--- src/rtl/cc_io_hub.sv ---
// cc_io_hub: port-mapped I/O hub with output registers, input channels and an interrupt controller.
// Optional macro CC_IO_HUB_KPORT_EN enables constant-port (kwrite_strobe) writes to the output registers.
module cc_io_hub #(
    parameter int         NUM_OUT  = 4,
    parameter int         NUM_IN   = 4,
    parameter int         NUM_IRQ  = 4,
    parameter logic [7:0] OUT_BASE = 8'h00,
    parameter logic [7:0] IN_BASE  = 8'h20
) (
    input  logic                 clk,
    input  logic                 reset_n,
    input  logic [7:0]           port_id,
    input  logic [7:0]           port_out,
    input  logic                 write_strobe,
    input  logic                 kwrite_strobe,
    input  logic                 read_strobe,
    output logic [7:0]           port_in,
    output logic                 interrupt,
    input  logic                 interrupt_ack,
    output logic [8*NUM_OUT-1:0] out_data,
    output logic [NUM_OUT-1:0]   out_stb,
    input  logic [8*NUM_IN-1:0]  in_data,
    output logic [NUM_IN-1:0]    in_stb,
    input  logic [NUM_IRQ-1:0]   irq_src
);

    localparam logic [7:0] ADDR_PEND = 8'hF0;
    localparam logic [7:0] ADDR_MASK = 8'hF1;
    localparam logic [7:0] ADDR_VEC  = 8'hF2;
    localparam logic [7:0] ADDR_ID   = 8'hF3;
    localparam logic [7:0] IRQ_BITS  = 8'((1 << NUM_IRQ) - 1);
    localparam logic [7:0] HUB_ID    = {4'(NUM_IN - 1), 4'(NUM_OUT - 1)};

    typedef enum logic [1:0] {
        IDLE     = 2'd0,
        REQ      = 2'd1,
        SERVICED = 2'd2
    } irq_state_t;

    irq_state_t           state;
    irq_state_t           state_next;
    logic                 int_next;

    logic [NUM_OUT-1:0]   out_sel;
    logic [NUM_OUT-1:0]   out_we;
    logic [NUM_IN-1:0]    in_sel;
    logic                 out_hit;
    logic                 in_hit;
    logic                 pend_wr;
    logic                 mask_wr;
    logic [7:0]           rd_data;

    logic [NUM_IRQ-1:0]   sync1;
    logic [NUM_IRQ-1:0]   sync2;
    logic [NUM_IRQ-1:0]   hist;
    logic [1:0]           warm;
    logic [NUM_IRQ-1:0]   rise_v;
    logic [7:0]           rise_w;
    logic [7:0]           pend;
    logic [7:0]           mask;
    logic [7:0]           active;
    logic [7:0]           vec;

    // Output registers win over input channels, which win over the fixed registers.
    always_comb begin
        for (int i = 0; i < NUM_OUT; i++) begin
            out_sel[i] = (port_id == (OUT_BASE + 8'(i)));
        end
        out_hit = |out_sel;
        for (int i = 0; i < NUM_IN; i++) begin
            in_sel[i] = !out_hit && (port_id == (IN_BASE + 8'(i)));
        end
        in_hit  = |in_sel;
        pend_wr = write_strobe && !out_hit && !in_hit && (port_id == ADDR_PEND);
        mask_wr = write_strobe && !out_hit && !in_hit && (port_id == ADDR_MASK);
    end

`ifdef CC_IO_HUB_KPORT_EN
    always_comb begin
        for (int i = 0; i < NUM_OUT; i++) begin
            out_we[i] = (write_strobe && out_sel[i]) ||
                        (kwrite_strobe && (port_id[3:0] == 4'(i)));
        end
    end
`else
    logic unused_kwrite;
    assign unused_kwrite = kwrite_strobe;

    always_comb begin
        for (int i = 0; i < NUM_OUT; i++) begin
            out_we[i] = write_strobe && out_sel[i];
        end
    end
`endif

    always_ff @(posedge clk or negedge reset_n) begin
        if (!reset_n) begin
            out_data <= '0;
            out_stb  <= '0;
        end else begin
            out_stb <= out_we;
            for (int i = 0; i < NUM_OUT; i++) begin
                if (out_we[i]) begin
                    out_data[8*i +: 8] <= port_out;
                end
            end
        end
    end

    always_comb begin
        rd_data = 8'h00;
        case (port_id)
            ADDR_PEND: rd_data = pend;
            ADDR_MASK: rd_data = mask;
            ADDR_VEC:  rd_data = vec;
            ADDR_ID:   rd_data = HUB_ID;
            default:   rd_data = 8'h00;
        endcase
        for (int i = 0; i < NUM_IN; i++) begin
            if (in_sel[i]) rd_data = in_data[8*i +: 8];
        end
        for (int i = 0; i < NUM_OUT; i++) begin
            if (out_sel[i]) rd_data = out_data[8*i +: 8];
        end
    end

    // port_in follows port_id every cycle; only in_stb depends on read_strobe.
    always_ff @(posedge clk or negedge reset_n) begin
        if (!reset_n) begin
            port_in <= 8'h00;
            in_stb  <= '0;
        end else begin
            port_in <= rd_data;
            in_stb  <= read_strobe ? in_sel : '0;
        end
    end

    // Edges are suppressed until the synchroniser and history hold real samples,
    // so a source already high at reset release never raises a pending bit.
    always_ff @(posedge clk or negedge reset_n) begin
        if (!reset_n) begin
            sync1 <= '0;
            sync2 <= '0;
            hist  <= '0;
            warm  <= 2'd0;
        end else begin
            sync1 <= irq_src;
            sync2 <= sync1;
            hist  <= sync2;
            if (warm != 2'd3) warm <= warm + 2'd1;
        end
    end

    always_comb begin
        rise_v                = (warm == 2'd3) ? (sync2 & ~hist) : '0;
        rise_w                = '0;
        rise_w[NUM_IRQ-1:0]   = rise_v;
    end

    // A new edge is OR-ed in after the clear, so set wins over write-1-to-clear.
    always_ff @(posedge clk or negedge reset_n) begin
        if (!reset_n) begin
            pend <= 8'h00;
            mask <= 8'h00;
        end else begin
            pend <= ((pend & ~(pend_wr ? port_out : 8'h00)) | rise_w) & IRQ_BITS;
            if (mask_wr) mask <= port_out & IRQ_BITS;
        end
    end

    assign active = pend & mask;

    always_comb begin
        vec = 8'hFF;
        for (int i = 7; i >= 0; i--) begin
            if (active[i]) vec = 8'(i);
        end
    end

    always_ff @(posedge clk or negedge reset_n) begin
        if (!reset_n) begin
            state     <= IDLE;
            interrupt <= 1'b0;
        end else begin
            state     <= state_next;
            interrupt <= int_next;
        end
    end

    always_comb begin
        state_next = state;
        case (state)
            IDLE:     if (active != 8'h00) state_next = REQ;
            REQ: begin
                if (active == 8'h00)    state_next = IDLE;
                else if (interrupt_ack) state_next = SERVICED;
            end
            SERVICED: if (pend_wr || mask_wr) state_next = IDLE;
            default:  state_next = IDLE;
        endcase
    end

    always_comb begin
        int_next = (state_next == REQ);
    end

endmodule

--- config.mk ---
export PLATFORM = sky130hd
export DESIGN_NAME = cc_io_hub
export DESIGN_NICKNAME = d
export VERILOG_FILES = /design/src/rtl/cc_io_hub.sv
export SDC_FILE = /design/constraint.sdc
export NUM_CORES = 1
export LEC_CHECK = 0
export CAP_MARGIN = 20
export CORE_UTILIZATION = 40
export CTS_CLUSTER_SIZE = 24
export DETAILED_ROUTE_END_ITERATION = 8
export PLACE_DENSITY = 0.7
export SYNTH_ARGS = -nofsm -noshare
export SYNTH_HDL_FRONTEND = slang
export SYNTH_SLANG_ARGS = --single-unit
--- constraint.sdc ---
create_clock -name clk -period 1.7 [get_ports clk]
set_input_delay 0.17 -clock clk [delete_from_list [all_inputs] [get_ports clk]]
set_output_delay 0.17 -clock clk [all_outputs]
set_load 0.02 [all_outputs]
======== Word level (Yosys, flattened, before mapping) ========
Cells that the tools add are included.
storage, ports and cells
  bits in registers ....................... 73
  input bits .............................. 58
  output and inout bits ................... 49
  word-level logic and storage cells ...... 84
operators by class
  add/sub/neg operators ................... 1
  equal/unequal tests ..................... 16
  mux-type cells .......................... 25
  bitwise operators ....................... 6
  reduce and logical (&&, ||, !) cells .... 21
operator list
  operator                                                         number
  8-bit 2-to-1 mux                                                 16
  8-bit by 6-bit == test with 1-bit output, second input constant  4
  8-bit == test, second input constant                             4
  8-bit case mux with 4 select lines                               1
  8-bit by 2-bit == test with 1-bit output, second input constant  2
  8-bit zero test                                                  2
  4-bit bitwise AND                                                3
  1-bit logical AND                                                12
  4-bit 2-to-1 mux                                                 3
  8-bit by 1-bit == test with 1-bit output, second input constant  1
  2-bit 2-to-1 mux                                                 4
  4-bit NOT                                                        2
  8-bit nonzero test                                               1
  4-bit OR reduction                                               2
  2-bit case mux with 3 select lines                               1
  2-bit by 1-bit == test with 1-bit output, second input constant  2
  2-bit == test, second input constant                             2
  4-bit OR                                                         1
  2-bit by 1-bit adder with 2-bit output, second input constant    1
  1-bit zero test                                                  2
  2-bit zero test                                                  1
  2-bit inequality test, second input constant                     1
  1-bit logical OR                                                 1

======== Depth between registers and ports, before layout ========
  depth after elaboration ................. 17
  mapped depth ............................ 7
  mapped depth without buffers ............ 4

======== Worst setup path before layout ========
OpenSTA, ideal clock, no wires.
  kind .................................... input to register
  start point ............................. in port_id[7]
  end point ............................... reg out_data[24]
  library setup time ...................... 125 ps
  data arrival time ....................... 1,524 ps
  required time ........................... 1,575 ps
  setup slack ............................. 51 ps
  cell stages on the path ................. 5
  buffers on the path ..................... 1
  cell sequence ........................... or4_1 buf_2 nor4_4 nand2_4 mux2_4
on the way
  word-level cells in the longest chain between the ends .. 2
RTL lines
  element                                   line  text
  start: declaration                        12    input logic [7:0] port_id,
  8-bit by 2-bit == test with 1-bit output  67    out_sel[i] = (port_id == (OUT_BASE + 8'(i)));
  1-bit logical AND                         91    out_we[i] = write_strobe && out_sel[i];
  end signal: indexed assignment            104   out_data[8*i +: 8] <= port_out;
  end: declaration                          20    output logic [8*NUM_OUT-1:0] out_data,
No other way between the ends.
A chain may end at the register's enable or synchronous reset.

======== Worst setup path after layout ========
  start point ............................. in port_id[0]
  end point ............................... reg port_in[1]
on the way
  word-level cells in the longest chain between the ends .. 12
  elaborated cells on any way between the ends .. 27
  classes of those cells .................. 11 x eq/ne; 9 x mux; 7 x reduce/logical
RTL lines
  element                                                                 line  text
  8-bit by 1-bit == test with 1-bit output, or another cell as far along  67
  4-bit OR reduction                                                      69    out_hit = |out_sel;
  1-bit zero test                                                         71    in_sel[i] = !out_hit && (port_id == (IN_BASE + 8'(i)));
  1-bit logical AND                                                       71
  8-bit 2-to-1 mux (4 in a row)                                           120   if (in_sel[i]) rd_data = in_data[8*i +: 8];
  8-bit 2-to-1 mux (3 in a row)                                           123   if (out_sel[i]) rd_data = out_data[8*i +: 8];
  8-bit 2-to-1 mux (*)                                                    123
  named net rd_data[1]                                                    51    logic [7:0] rd_data;
  end signal: assignment                                                  133   port_in <= rd_data;
  end: declaration                                                        17    output logic [7:0] port_in,
Mark *: on every way through the listed nets, which the timed path passes. The rest lies on a longest branch.

==> run summary <==
* total negative slack for setup checks: 0 ns
* layout cell share with drive strength beyond 1: 29.2%
* CP required: 1.94 ns
* sequential cell area: 1830 um^2
* final global-route overflow total: 0
* Final Hold Violating Endpoints: 0
* Seq pwr share: 47.0%
* Antenna Violating Nets Remaining: 0
* initial cell density of the core: 41.4%
* list of cells traversed by the critical path: clkdlybuf4s50_1, buf_6, or4b_4, o21ai_1, nand2_1, a211o_1
* number of max-capacitance violations reported: 0
* R2R depth: 4
* Max transition margin: 62.3%
* Clock Power Share: 36.6%
* remaining routing DRC violations: 0
* leakage power: 2.48 nW
* combinational share of power: 16.4%
* Final #Nets: 517
* CTS clock-pin slew for the worst setup and hold paths: 0.09 ns
* maximum clock skew at final layout: 0.00875 ns
* mean instance size in the synthesized netlist: 12.0 um^2
* number of detailed-routing iterations run before antenna repair: 4
* TritonCTS clock tree: done
* detail-routed net length per standard cell: 18.9 um
* multi-input gate area in the final layout: 1770 um^2
* gpl congestion: 0.914
* Area contributors post-synth: dfrtp_1 51%, mux2_2 7.8%, mux2i_1 3.6%, mux2_4 3.3%, mux2_1 2.5%
* critical path arrival: 1.91 ns
* share of the yosys chip area belonging to registers: 50.5%
* primary flip-flop cell chosen by synthesis mapping: dfrtp_1
* Worst-Skew Late Latency: 0.35 ns
* number of unique standard cell types used by synthesis: 58
* total number of vias: 3150
* synthesis-to-layout area growth: 51.6%
* worst stage delay on the critical path: 0.55 ns
* Post-Syn Nets: 359
* Worst Max-Slew Pin Slew: 0.564 ns
* count of port buffers added during placement: 105
* cts bufs inserted: 9
* die extent in x: 97.1 um
* HPWL after detailed placement: 7850 um
* Sw Share: 27.2%
* Max rail drop VDD: 0.000414 V
* Total Die Area: 9420 um^2
* kind of critical path: in2reg
* gate count after technology mapping: 300
* CTS sink cnt: 73
* deepest clock path buffer count: 2
* number of DRC markers in iteration 0: 179
* maximum clock frequency: 601 MHz
* Async SR Flop Fraction: 100%
* Synth top cells by count: 73 x dfrtp_1, 25 x mux2_2, 14 x a21oi_1, 14 x nand2_1, 13 x mux2i_1
* RSZ-0062 raised after global routing: no
* warnings from Yosys: 0
* vias per cell: 5.52
* Worst setup EP type: flop
* area of the mapped netlist: 3610 um^2
* antenna violations before repair: 0
* Layout fillers: 671
* global-route wire length before repair: 17200 um
* number of antenna diodes: 0
* Clk Tree Root Cell: clkbuf_8
* count of flip-flops with a built-in enable after synthesis: 0
* pin count of the biggest net entering global routing: 74
* Yosys reg bits: 73
* number of global-route vias before repair: 3275
* total I/O pin count: 107
* maximum fanout encountered on the critical timing path: 10
* H-tree Lvls: 3
* die height: 97.1 um
* post-synth top area cell: dfrtp_1
* NetSw: 1.08 mW
* Final setup viols: 0
* Crit-path slowest cell: clkdlybuf4s50_1
* share of the synthesized area in the top cell type: 50.5%
* Max Slew Vio Count: 0
* Worst Hold Path Cells: 1
* startpoint class of the critical path: input port
* finished layout cell area: 5480 um^2
* time the final worst path needs with I/O delays and setup: 1.66 ns
* Detailed Route WL: 10800 um
* Pint: 2.89 mW
* Core Footprint: 8720 um^2
* GRT Util Overall: 23.6%
* outcome: finished clean
* fraction of the cycle the final worst path needs: 97.8%
* ratio of total power to cell area: 725 nW/um^2
* DP Area: 5120 um^2
* most common cell in the netlist: dfrtp_1
* standard-cell rows: 34
* Hold/Removal Path Class: in2reg
-- worst paths after layout --
path / endpoint / start / slack, ns
hold / removal: sync1[2] / irq_src[2] / 0.26
setup reg to reg: port_in[3] / pend[3] / 0.13
min in group asynchronous: out_stb[2] / reset_n / 0.36
hold reg to reg: sync2[0] / sync1[0] / 0.35
setup / recovery: port_in[1] / port_id[0] / 0.04
max in group asynchronous: mask[0] / reset_n / 1.01
-- metal layers --
layer  global-route usage (%)  part of all wire, %  vias up
li1                         -                    -     1466
met1                     32.3                   45     1550
met2                     37.9                   48      122
met3                     4.53                  5.8       12
met4                     7.35                  1.4        0
met5                        0                    0        -
-- power groups by stage --
stage | clock [mW] | sequential, mW | combinational (mW)
floorplan | 0 | 1.94 | 0.194
global placement | 0 | 1.90 | 0.621
detailed placement | 0 | 1.90 | 0.630
CTS | 1.47 | 1.87 | 0.644
global route | 1.54 | 1.88 | 0.696
finish | 1.45 | 1.87 | 0.652
-- through the flow --
stage | cells | setup slack, ns | hold slack, ns | utilization (%) | power [mW]
after global placement | 549 | -0.472 | 0.226 | 58.8 | 2.52
final | 571 | 0.0368 | 0.259 | 62.9 | 3.97
after CTS | 569 | 0.00353 | 0.245 | 62.2 | 3.98
after floorplan | 300 | 0.0507 | -0.126 | - | 2.13
after global routing | 571 | 0.00115 | 0.236 | 62.9 | 4.12
after detailed placement | 549 | -0.518 | 0.229 | 58.8 | 2.53
-- what timing repair did --
| action | in CTS | in global routing |
|---|---|---|
| gates cloned | 1 | 0 |
| setup buffers | 2 | 2 |
| pin swaps | 4 | 1 |
| endpoints found under the hold margin | 73 | 0 |
| endpoints found under the setup margin | 16 | 27 |
| gates resized for setup | 19 | 11 |
| hold buffers | 1 | 0 |
-- logic make-up (layout without fill, tap and decap cells) --
logic type / Yosys count / after routing / share of synthesized area [%]
DFF: 73 / 73 / 50.5
buffers and inverters: 25 / 187 / 2.91
adders and majority gates: 1 / 1 / 0.346
AOI/OAI and AO/OA: 67 / 67 / 14.0
muxes: 55 / 55 / 17.8
and+or+nand+nor: 78 / 79 / 14.1
xor gates and xnor gates: 1 / 1 / 0.242
-- critical path: cells and delay by family --
kind / cells / cell delay, ns
AOI/OAI and AO/OA: 2 / 0.42
and+or+nand+nor: 2 / 0.58
buffers and inverters: 2 / 0.73
-- area by class of cell --
cell class                      count  area share [%]
Timing Repair Buffer              161            27.3
Inverter                           10           0.685
Clock buffer                       10            2.51
Multi-Input combinational cell    203            32.3
Tap cell                          108            2.47
Clock inverter                      6            1.37
Sequential cell                    73            33.3
-- state kept, by name, indices dropped and copies added, names as in the netlist --
| name | count |
|---|---|
| interrupt | 1 |
| sync2 | 4 |
| sync1 | 4 |
| pend | 4 |
| in_stb | 4 |
| state | 2 |
| port_in | 8 |
| out_stb | 4 |
| out_data | 32 |
| warm | 2 |
| hist | 4 |
| mask | 4 |
-- placed cells by master, fill, tap and decap left out, types with 7 or more instances in the layout --
cell type / netlist / final
a21oi_1: 14 / 14
and3_1: 9 / 8
buf_4: 0 / 50
clkbuf_8: 0 / 10
clkdlybuf4s50_1: 0 / 97
dfrtp_1: 73 / 73
inv_1: 7 / 7
mux2_1: 8 / 8
mux2_2: 25 / 25
mux2_4: 8 / 8
mux2i_1: 13 / 13
nand2_1: 14 / 14
nor2_1: 11 / 9
nor3_1: 9 / 7
(Power assumes the default switching activity.)
